$ cat src/rtl/div_root_core.sv
// -----------------------------------------------------------------------------
// div_root_core
//
// Purpose:
//   Iterative arithmetic unit with two operations:
//     * unsigned restoring division of a DW-bit dividend by a VW-bit divisor,
//       one quotient bit per clock, MSB first (DW iterations);
//     * integer square root of a DW-bit radicand, digit-by-digit, two
//       radicand bits per clock (DW/2 iterations).
//   A divisor of zero bypasses iteration and returns an error result one
//   cycle after acceptance.
//
// Ports:
//   clk        in   1   rising-edge clock
//   rst_n      in   1   asynchronous active-low reset
//   in_valid   in   1   request valid
//   in_ready   out  1   high only while idle (request can be taken)
//   in_mode    in   1   0 = divide, 1 = square root
//   in_data_1  in   DW  dividend / radicand
//   in_data_2  in   VW  divisor (ignored for square root)
//   out_valid  out  1   result valid, held until out_ready is sampled high
//   out_ready  in   1   consumer accepts result
//   out_quo    out  DW  quotient / root (root zero-extended)
//   out_rem    out  DW  remainder / (radicand - root^2)
//   out_err    out  1   divide-by-zero flag
// -----------------------------------------------------------------------------
module div_root_core #(
  parameter int DW = 16,
  parameter int VW = 8
) (
  input  logic          clk,
  input  logic          rst_n,
  input  logic          in_valid,
  output logic          in_ready,
  input  logic          in_mode,
  input  logic [DW-1:0] in_data_1,
  input  logic [VW-1:0] in_data_2,
  output logic          out_valid,
  input  logic          out_ready,
  output logic [DW-1:0] out_quo,
  output logic [DW-1:0] out_rem,
  output logic          out_err
);

  // Iteration counter width: enough to hold DW itself.
  localparam int CW = $clog2(DW + 1);
  // Partial-remainder width. Division needs VW+1 bits (VW <= DW), the root
  // needs DW/2+3 bits for the shifted remainder; DW+2 covers both.
  localparam int AW = DW + 2;

  localparam logic [CW-1:0] DIV_ITERS  = CW'(DW);
  localparam logic [CW-1:0] ROOT_ITERS = CW'(DW / 2);
  localparam logic [CW-1:0] CNT_ONE    = CW'(1);

  typedef enum logic [1:0] {
    IDLE = 2'd0,
    DIV  = 2'd1,
    ROOT = 2'd2,
    DONE = 2'd3
  } state_t;

  state_t        r_state;
  state_t        w_state_next;

  logic [CW-1:0] r_cnt;    // iterations still to perform
  logic [DW-1:0] r_sh;     // operand bits not yet consumed, MSB first
  logic [VW-1:0] r_d;      // captured divisor
  logic [DW-1:0] r_q;      // quotient / root bits built so far
  logic [AW-1:0] r_acc;    // partial remainder
  logic          r_dz;     // captured divide-by-zero condition

  logic [DW-1:0] r_quo;
  logic [DW-1:0] r_rem;
  logic          r_err;

  logic          w_last;

  // ---------------------------------------------------------------------------
  // Division step: bring down the next dividend bit and try to subtract the
  // divisor. The full-width shift keeps every accumulator bit in the compare.
  // ---------------------------------------------------------------------------
  logic [AW:0]   w_div_shift;
  logic [AW:0]   w_d_ext;
  logic          w_div_ge;
  logic [AW-1:0] w_div_acc;
  logic [DW-1:0] w_div_q;

  assign w_div_shift = {r_acc, r_sh[DW-1]};
  assign w_d_ext     = (AW + 1)'(r_d);
  assign w_div_ge    = (w_div_shift >= w_d_ext);
  assign w_div_acc   = AW'(w_div_ge ? (w_div_shift - w_d_ext) : w_div_shift);
  assign w_div_q     = {r_q[DW-2:0], w_div_ge};

  // ---------------------------------------------------------------------------
  // Root step: bring down the next two radicand bits and try to subtract
  // 4*root + 1. Success appends a 1 to the root, otherwise a 0.
  // ---------------------------------------------------------------------------
  logic [AW+1:0] w_rt_shift;
  logic [AW+1:0] w_rt_sub;
  logic          w_rt_ge;
  logic [AW-1:0] w_rt_acc;
  logic [DW-1:0] w_rt_q;

  assign w_rt_shift = {r_acc, r_sh[DW-1:DW-2]};
  assign w_rt_sub   = (AW + 2)'({r_q, 2'b01});
  assign w_rt_ge    = (w_rt_shift >= w_rt_sub);
  assign w_rt_acc   = AW'(w_rt_ge ? (w_rt_shift - w_rt_sub) : w_rt_shift);
  assign w_rt_q     = {r_q[DW-2:0], w_rt_ge};

  // The final iteration writes the result registers directly so that the
  // result is visible on the same edge the FSM enters DONE.
  assign w_last = (r_cnt == CNT_ONE);

  // ---------------------------------------------------------------------------
  // FSM state register
  // ---------------------------------------------------------------------------
  always_ff @(posedge clk or negedge rst_n) begin
    if (!rst_n) begin
      r_state <= IDLE;
    end else begin
      r_state <= w_state_next;
    end
  end

  // ---------------------------------------------------------------------------
  // FSM next state and handshake outputs
  // ---------------------------------------------------------------------------
  always_comb begin
    w_state_next = r_state;
    in_ready     = 1'b0;
    out_valid    = 1'b0;
    case (r_state)
      IDLE: begin
        in_ready = 1'b1;
        if (in_valid) begin
          w_state_next = in_mode ? ROOT : DIV;
        end
      end
      DIV: begin
        // A zero divisor spends exactly one cycle here and then reports.
        if (r_dz || w_last) begin
          w_state_next = DONE;
        end
      end
      ROOT: begin
        if (w_last) begin
          w_state_next = DONE;
        end
      end
      DONE: begin
        out_valid = 1'b1;
        if (out_ready) begin
          w_state_next = IDLE;
        end
      end
      default: begin
        w_state_next = IDLE;
      end
    endcase
  end

  // ---------------------------------------------------------------------------
  // Datapath and result registers
  // ---------------------------------------------------------------------------
  always_ff @(posedge clk or negedge rst_n) begin
    if (!rst_n) begin
      r_cnt <= '0;
      r_sh  <= '0;
      r_d   <= '0;
      r_q   <= '0;
      r_acc <= '0;
      r_dz  <= 1'b0;
      r_quo <= '0;
      r_rem <= '0;
      r_err <= 1'b0;
    end else begin
      case (r_state)
        IDLE: begin
          if (in_valid) begin
            r_sh  <= in_data_1;
            r_d   <= in_data_2;
            r_q   <= '0;
            r_acc <= '0;
            r_dz  <= !in_mode && (in_data_2 == '0);
            if (in_mode) begin
              r_cnt <= ROOT_ITERS;
            end else if (in_data_2 == '0) begin
              r_cnt <= '0;
            end else begin
              r_cnt <= DIV_ITERS;
            end
          end
        end
        DIV: begin
          if (r_dz) begin
            r_quo <= '1;
            r_rem <= r_sh;
            r_err <= 1'b1;
          end else if (r_cnt != '0) begin
            r_acc <= w_div_acc;
            r_q   <= w_div_q;
            r_sh  <= {r_sh[DW-2:0], 1'b0};
            r_cnt <= r_cnt - CNT_ONE;
            if (w_last) begin
              r_quo <= w_div_q;
              r_rem <= DW'(w_div_acc);
              r_err <= 1'b0;
            end
          end
        end
        ROOT: begin
          if (r_cnt != '0) begin
            r_acc <= w_rt_acc;
            r_q   <= w_rt_q;
            r_sh  <= {r_sh[DW-3:0], 2'b00};
            r_cnt <= r_cnt - CNT_ONE;
            if (w_last) begin
              r_quo <= w_rt_q;
              r_rem <= DW'(w_rt_acc);
              r_err <= 1'b0;
            end
          end
        end
        default: begin
          // DONE: results held until consumed
        end
      endcase
    end
  end

  assign out_quo = r_quo;
  assign out_rem = r_rem;
  assign out_err = r_err;

endmodule

$ cat config.mk
export PLATFORM = sky130hd
export DESIGN_NAME = div_root_core
export DESIGN_NICKNAME = d
export VERILOG_FILES = /design/src/rtl/div_root_core.sv
export SDC_FILE = /design/constraint.sdc
export NUM_CORES = 1
export LEC_CHECK = 0
export CAP_MARGIN = 20
export CELL_PAD_IN_SITES_DETAIL_PLACEMENT = 1
export CELL_PAD_IN_SITES_GLOBAL_PLACEMENT = 2
export CORE_MARGIN = 1
export CORE_UTILIZATION = 40
export CTS_CLUSTER_DIAMETER = 60
export DETAILED_ROUTE_END_ITERATION = 16
export DONT_BUFFER_PORTS = 1
export PLACE_DENSITY_LB_ADDON = 0.1
export SETUP_SLACK_MARGIN = 0.15
export SLEW_MARGIN = 20
export SYNTH_ARGS = -nofsm -noshare
export SYNTH_HDL_FRONTEND = slang
export SYNTH_SLANG_ARGS = --single-unit
$ cat constraint.sdc
create_clock -name clk -period 3.7 [get_ports clk]
set_clock_uncertainty 0.2 [all_clocks]
set_input_delay 0.555 -clock clk [delete_from_list [all_inputs] [get_ports clk]]
set_output_delay 0.555 -clock clk [all_outputs]
set_load 0.05 [all_outputs]
==> impl_metrics.yaml, run 1 <==
cts:
  htree_levels: 3
  clk_pin_slew_ns: 0.07
  clock_path_buffers: 2
  cts_tree: "done"
  post-cts-setup-buffers: 0
  cts.sinks: 99
  cts_root_buffer: "clkbuf_16"
  cts_made_buffers: 9
  clk_latency_ns: 0.37
synth:
  synthTopCellsByArea: "dfrtp_1, ha_1, nand2_1"
  synth_fp_nets: 798
  async_reset_ff_frac: 1.00
  syn_area_um2: 6440
  synth_flop_cell: "dfrtp_1"
  avgSynthCellArea_um2: 8.76
  ys_seq_elements: 99
  synth_area_leader_cell: "dfrtp_1"
  syn_inst: 735
  synth_cell_type_count: 65
  synth_top_area_frac: 0.385
  yosysWarnings: 0
  seq_area_frac_synth: 0.385
  synth_edf_count: 0
detailed_routing:
  drt_iter0_drc: 308
  vias: 5661
  viasPerCell: 5.95
  drt-pass1-iter-count: 4
  routed_wl_mm: 21.7
  routedWlPerCell_um: 22.8
  drc: 0
  ant_nets: 0
setup_path:
  cp.arrival_ns: 3.47
  timing.rr.end: "r_acc[2]$_DFFE_PN0P_"
  r2r_cells: 9
  r2r_slack_ns: 0.28
  critPathRequiredTime_ns: 3.76
  crit_fanout: 19
  critPathKind: "flop to flop"
  worstSetupStartpointType: "flop"
  endpoint_kind: "flop"
  worstReg2RegStart: "r_acc[6]$_DFFE_PN0P_"
global_route:
  grt_pass1_vias: 5858
  antenna_found_initial: 0
  overflow: 0
  grtUsageTotal: 0.274
  grt_max_degree: 100
  grt_pass1_wl_mm: 34.1
final_layout:
  final_layout_size_suffix_gt1_frac: 0.0898
  diodes: 0
  final_common_cell: "nand2_1"
  finalInstanceArea_um2: 7040
  final_cell_mix: "nand2_1, dfrtp_1, o21ai_0"
  area_growth_pct: 9.33
  nNetsFinal: 793
place:
  place_hpwl_mm: 16.0
  port-buffer-count: 0
  place_ws_ns: 0.374
  placed_area_um2: 6720
  place_congestion: 0.858
floorplan:
  initial_core_util: 0.407
  core_area_um2: 15800
  io_pins: 64
  die_w_um: 129
  rows: 46
  die-area_um2: 16600
  die_h_um: 129
timing:
  min_period_over_period: 0.923
  layout_setup_ws_ns: 0.284
  hold_viol_final: 0
  worst_slew_pin_slew_ns: 0.767
  finalSetupViolCount: 0
  period_minus_slack_ns: 3.42
  finalSetupTns_ns: 0
  clock.fmax_mhz: 293
  rsz0062_at_grt: "false"
  slew_headroom: 0.487
  slew_violations: 0
power:
  ir_drop_mv: 0.477
  p_leak_uw: 0.00311
  power_density_nw_per_um2: 1050
worst_hold_path:
  whs_endpoint: "r_d[0]$_DFFE_PN0P_"
  hp-class: "input pin to flop"
  min_path_cells: 1
  min_from: "in_data_2[0]"
status:
  run_status: "complete, no violations"
run:
  cap_violations: 0
synth_stat cells, types with 6 or more instances:
library cell / instances
a211oi_1: 6
a21oi_1: 32
nand4_1: 6
o32ai_1: 15
nand2_1: 108
a21o_1: 7
nor2_1: 44
o21ai_0: 75
o221ai_1: 16
xor2_1: 6
nor3_1: 13
nand3_1: 19
nor2b_1: 6
ha_1: 33
nand2b_1: 10
o211ai_1: 9
dfrtp_1: 99
a22oi_1: 18
inv_1: 46
clkbuf_1: 29
xnor2_1: 19
mux2i_1: 18
a31oi_1: 8
mux2_2: 16
logic make-up (layout without fill, tap and decap cells):
kind of cell             count (synthesis)  count (layout)  share of synthesized area
flip-flops                              99              99                      0.385
XOR/XNOR                                26              26                     0.0365
AO/OA/AOI/OAI                          228             228                      0.239
buffers and inverters                   84              84                     0.0521
adder cells (fa/ha/maj)                 34              34                     0.0672
multiplexers                            34              34                     0.0560
AND/OR/NAND/NOR                        230             230                      0.165
worst max-delay path, cell delays in order (launching register included):
cell	delay, ns
dfrtp_1	0.50
ha_1	0.43
nand3_1	0.17
a21oi_1	0.15
o21ai_0	0.18
a21o_1	0.26
a22oi_4	0.66
mux2i_1	0.39
nor2_1	0.09
a221o_1	0.27
layer usage:
metal  track usage  up-vias  routed length (um)
met4         0.103        0                 550
met5             0        -                   0
met1         0.351     2860                9590
met2         0.459      129               10500
met3        0.0532       31                1080
li1              -     2641                   -
final cells by class:
type	count	area, um^2
fillers	1880	8790
multi-input cells	552	3650
flip-flops and latches	99	2480
well taps	216	270
clock buffers	9	225
repair buffers	21	180
inverters	47	176
clock inverters	7	58.8
per-stage QoR:
| step | util | instances | hold slack [ns] | power [uW] |
|---|---|---|---|---|
| floorplan | - | 735 | 0.0594 | 5150 |
| global placement | 0.425 | 933 | 0.0622 | 6310 |
| detailed placement | 0.425 | 933 | 0.0624 | 6410 |
| CTS | 0.445 | 951 | 0.125 | 7410 |
| global route | 0.445 | 951 | 0.123 | 7930 |
| finish | 0.445 | 951 | 0.132 | 7420 |
where the power goes:
part / switching, uW / leakage [uW] / internal [uW]
Combinational: 2810 / 0.00168 / 1650
Sequential: 617 / 0.00131 / 1390
Clock: 485 / 0.000127 / 466
sequential cells by signal, summed over array words and instances (netlist names):
name and flops:
r_sh 16, out_rem 16, out_err 1, r_d 8, r_q 16, r_acc 18, out_quo 16, r_dz 1
r_cnt 5, r_state 2
worst max-delay path by stage:
stage / from / end / cells past startpoint
floorplan: r_acc[8]$_DFFE_PN0P_ / r_acc[11]$_DFFE_PN0P_ / 9
global placement: r_acc[6]$_DFFE_PN0P_ / r_acc[2]$_DFFE_PN0P_ / 9
detailed placement: r_acc[8]$_DFFE_PN0P_ / out_rem[7]$_DFFE_PN0P_ / 9
CTS: r_acc[8]$_DFFE_PN0P_ / r_acc[2]$_DFFE_PN0P_ / 9
global route: r_acc[8]$_DFFE_PN0P_ / out_rem[7]$_DFFE_PN0P_ / 9
finish: r_acc[6]$_DFFE_PN0P_ / r_acc[2]$_DFFE_PN0P_ / 9
repair_timing:
item | 4_1_cts | 5_1_grt
gates resized for setup | 0 | 0
endpoints found under the hold margin | 99 | 0
hold buffers | 2 | 0
No activity file was read; power rests on OpenSTA's default activity.
==> run 2: changes to the inputs <==
--- a/config.mk
+++ b/config.mk
@@ -9,7 +9,7 @@
 export CELL_PAD_IN_SITES_DETAIL_PLACEMENT = 1
 export CELL_PAD_IN_SITES_GLOBAL_PLACEMENT = 2
 export CORE_MARGIN = 1
-export CORE_UTILIZATION = 40
+export CORE_UTILIZATION = 43
 export CTS_CLUSTER_DIAMETER = 60
 export DETAILED_ROUTE_END_ITERATION = 16
 export DONT_BUFFER_PORTS = 1
==> constraint.sdc (replaced) <==
create_clock -name clk -period 4.3 [get_ports clk]
set_clock_uncertainty 0.2 [all_clocks]
set_input_delay 0.645 -clock clk [delete_from_list [all_inputs] [get_ports clk]]
set_output_delay 0.645 -clock clk [all_outputs]
set_load 0.05 [all_outputs]
==> run 2 against run 1 <==
  * Maximum frequency fell by 5.7%
  * Final area shrank 0.82%
  * Setup slack better by 0.39 ns
  * Critical endpoint unchanged
  * Largest power group unchanged
==> impl_metrics.yaml, run 2 (synthesis gave the netlist of run 1 again) <==
timing:
  clock.fmax_mhz: 276
  hold_viol_final: 0
  worst_slew_pin_slew_ns: 0.973
  slew_headroom: 0.349
  period_minus_slack_ns: 3.62
  finalSetupViolCount: 0
  finalSetupTns_ns: 0
  min_period_over_period: 0.842
  rsz0062_at_grt: "false"
  slew_violations: 0
cts:
  clock_path_buffers: 2
  clk_pin_slew_ns: 0.07
  clk_latency_ns: 0.36
  cts_root_buffer: "clkbuf_16"
  cts_made_buffers: 9
  cts.sinks: 99
  post-cts-setup-buffers: 0
  cts_tree: "done"
  htree_levels: 3
floorplan:
  rows: 44
  die_w_um: 124
  die_h_um: 124
  initial_core_util: 0.441
  die-area_um2: 15500
  core_area_um2: 14600
  io_pins: 64
setup_path:
  critPathKind: "flop to flop"
  crit_fanout: 19
  worstSetupStartpointType: "flop"
  critPathRequiredTime_ns: 4.34
  endpoint_kind: "flop"
  cp.arrival_ns: 3.66
  r2r_cells: 9
final_layout:
  area_growth_pct: 8.43
  final_common_cell: "nand2_1"
  final_layout_size_suffix_gt1_frac: 0.0798
  largest_reg_flops: 18
  final_cell_mix: "nand2_1, dfrtp_1, o21ai_0"
  nNetsFinal: 785
  top_register: "r_acc"
  finalInstanceArea_um2: 6980
  fillers: 1722
  diodes: 0
global_route:
  grt_pass1_wl_mm: 33.3
  antenna_found_initial: 0
  grt_pass1_vias: 6005
  grt_max_degree: 100
  overflow: 0
  grtUsageTotal: 0.275
place:
  place_hpwl_mm: 15.1
  place_congestion: 0.917
  port-buffer-count: 0
  placed_area_um2: 6630
power:
  p_leak_uw: 0.00310
  p_switching_uw: 3290
  power_frac_comb: 0.584
  internal_power_uw: 3130
  p_clk_frac: 0.143
  power_density_nw_per_um2: 919
  switching_share: 0.512
  ir_drop_mv: 0.510
  p_seq_frac: 0.273
run:
  cap_violations: 0
detailed_routing:
  drt_iter0_drc: 274
  drt-pass1-iter-count: 4
  vias: 5652
  routed_wl_mm: 20.8
  drc: 0
  viasPerCell: 6.20
  ant_nets: 0
  routedWlPerCell_um: 22.8
status:
  run_status: "complete, no violations"
worst_hold_path:
  hp-class: "input pin to async pin"
==> run 2: cell count changes in the layout (fill, tap and decap cells not counted) <==
cell	before	now
clkinvlp_4	4	1
inv_6	2	0
buf_4	19	12
clkinv_2	0	1
bufinv_16	0	2
clkbuf_1	0	1
clkbuf_8	0	2
dlygate4sd3_1	1	0
inv_8	1	0
==> run 2: final cells by class <==
| class | instances | area (um^2) | share of cell area |
|---|---|---|---|
| Multi-Input combinational cell | 552 | 3650 | 0.523 |
| Sequential cell | 99 | 2480 | 0.355 |
| Clock buffer | 12 | 256 | 0.0367 |
| Tap cell | 184 | 230 | 0.0330 |
| Inverter | 47 | 176 | 0.0253 |
| Timing Repair Buffer | 13 | 118 | 0.0168 |
| Clock inverter | 4 | 72.6 | 0.0104 |
==> run 2: path summary, 6_finish.rpt <==
check                                     start  slack (ns)                      to
min                                       rst_n        0.03      r_q[4]$_DFFE_PN0P_
min reg2reg                  r_q[3]$_DFFE_PN0P_        0.31  out_quo[4]$_DFFE_PN0P_
max in group asynchronous                 rst_n        3.48    r_acc[0]$_DFFE_PN0P_
min in group clk                   in_data_1[0]        0.23     r_sh[0]$_DFFE_PN0P_
max                        r_acc[7]$_DFFE_PN0P_        0.68    r_acc[2]$_DFFE_PN0P_
max reg2reg                r_acc[7]$_DFFE_PN0P_        0.68    r_acc[2]$_DFFE_PN0P_
==> run 2: power groups by stage <==
stage / Clock (uW) / Combinational (uW) / Sequential, uW
floorplan: 0 / 2800 / 1630
global placement: 0 / 3590 / 1750
detailed placement: 0 / 3660 / 1770
CTS: 938 / 3720 / 1750
global route: 967 / 4110 / 1790
finish: 919 / 3750 / 1750
==> run 2: metal layers <==
metal | wire length, um | global-route usage | up-vias
li1 | - | - | 2638
met1 | 9300 | 0.349 | 2848
met2 | 10000 | 0.464 | 127
met3 | 741 | 0.0369 | 39
met4 | 712 | 0.128 | 0
met5 | 0 | 0 | -
==> run 2: metrics by stage <==
step                hold slack, ns  cells   util  total power (uW)  setup slack [ns]
global route                0.0646    911  0.479              6870             0.513
global placement             0.152    894  0.454              5340             0.878
finish                      0.0260    911  0.479              6420             0.677
floorplan                    0.149    735      -              4430              1.58
CTS                         0.0447    911  0.479              6410             0.760
detailed placement           0.152    894  0.454              5430             0.791
==> run 2: critical path, cell delays in order (launching register included) <==
cell     delay (ns)
dfrtp_1        0.53
ha_1           0.46
nand3_1        0.20
a21oi_1        0.18
o21ai_0        0.18
a21o_1         0.25
a22oi_4        0.61
mux2i_1        0.47
nor2_1         0.10
a221o_1        0.29
==> run 2: what timing repair did <==
item / CTS / global route
endpoints found under the hold margin: 99 / 0
resized for setup: 0 / 0
hold buffers: 1 / 0
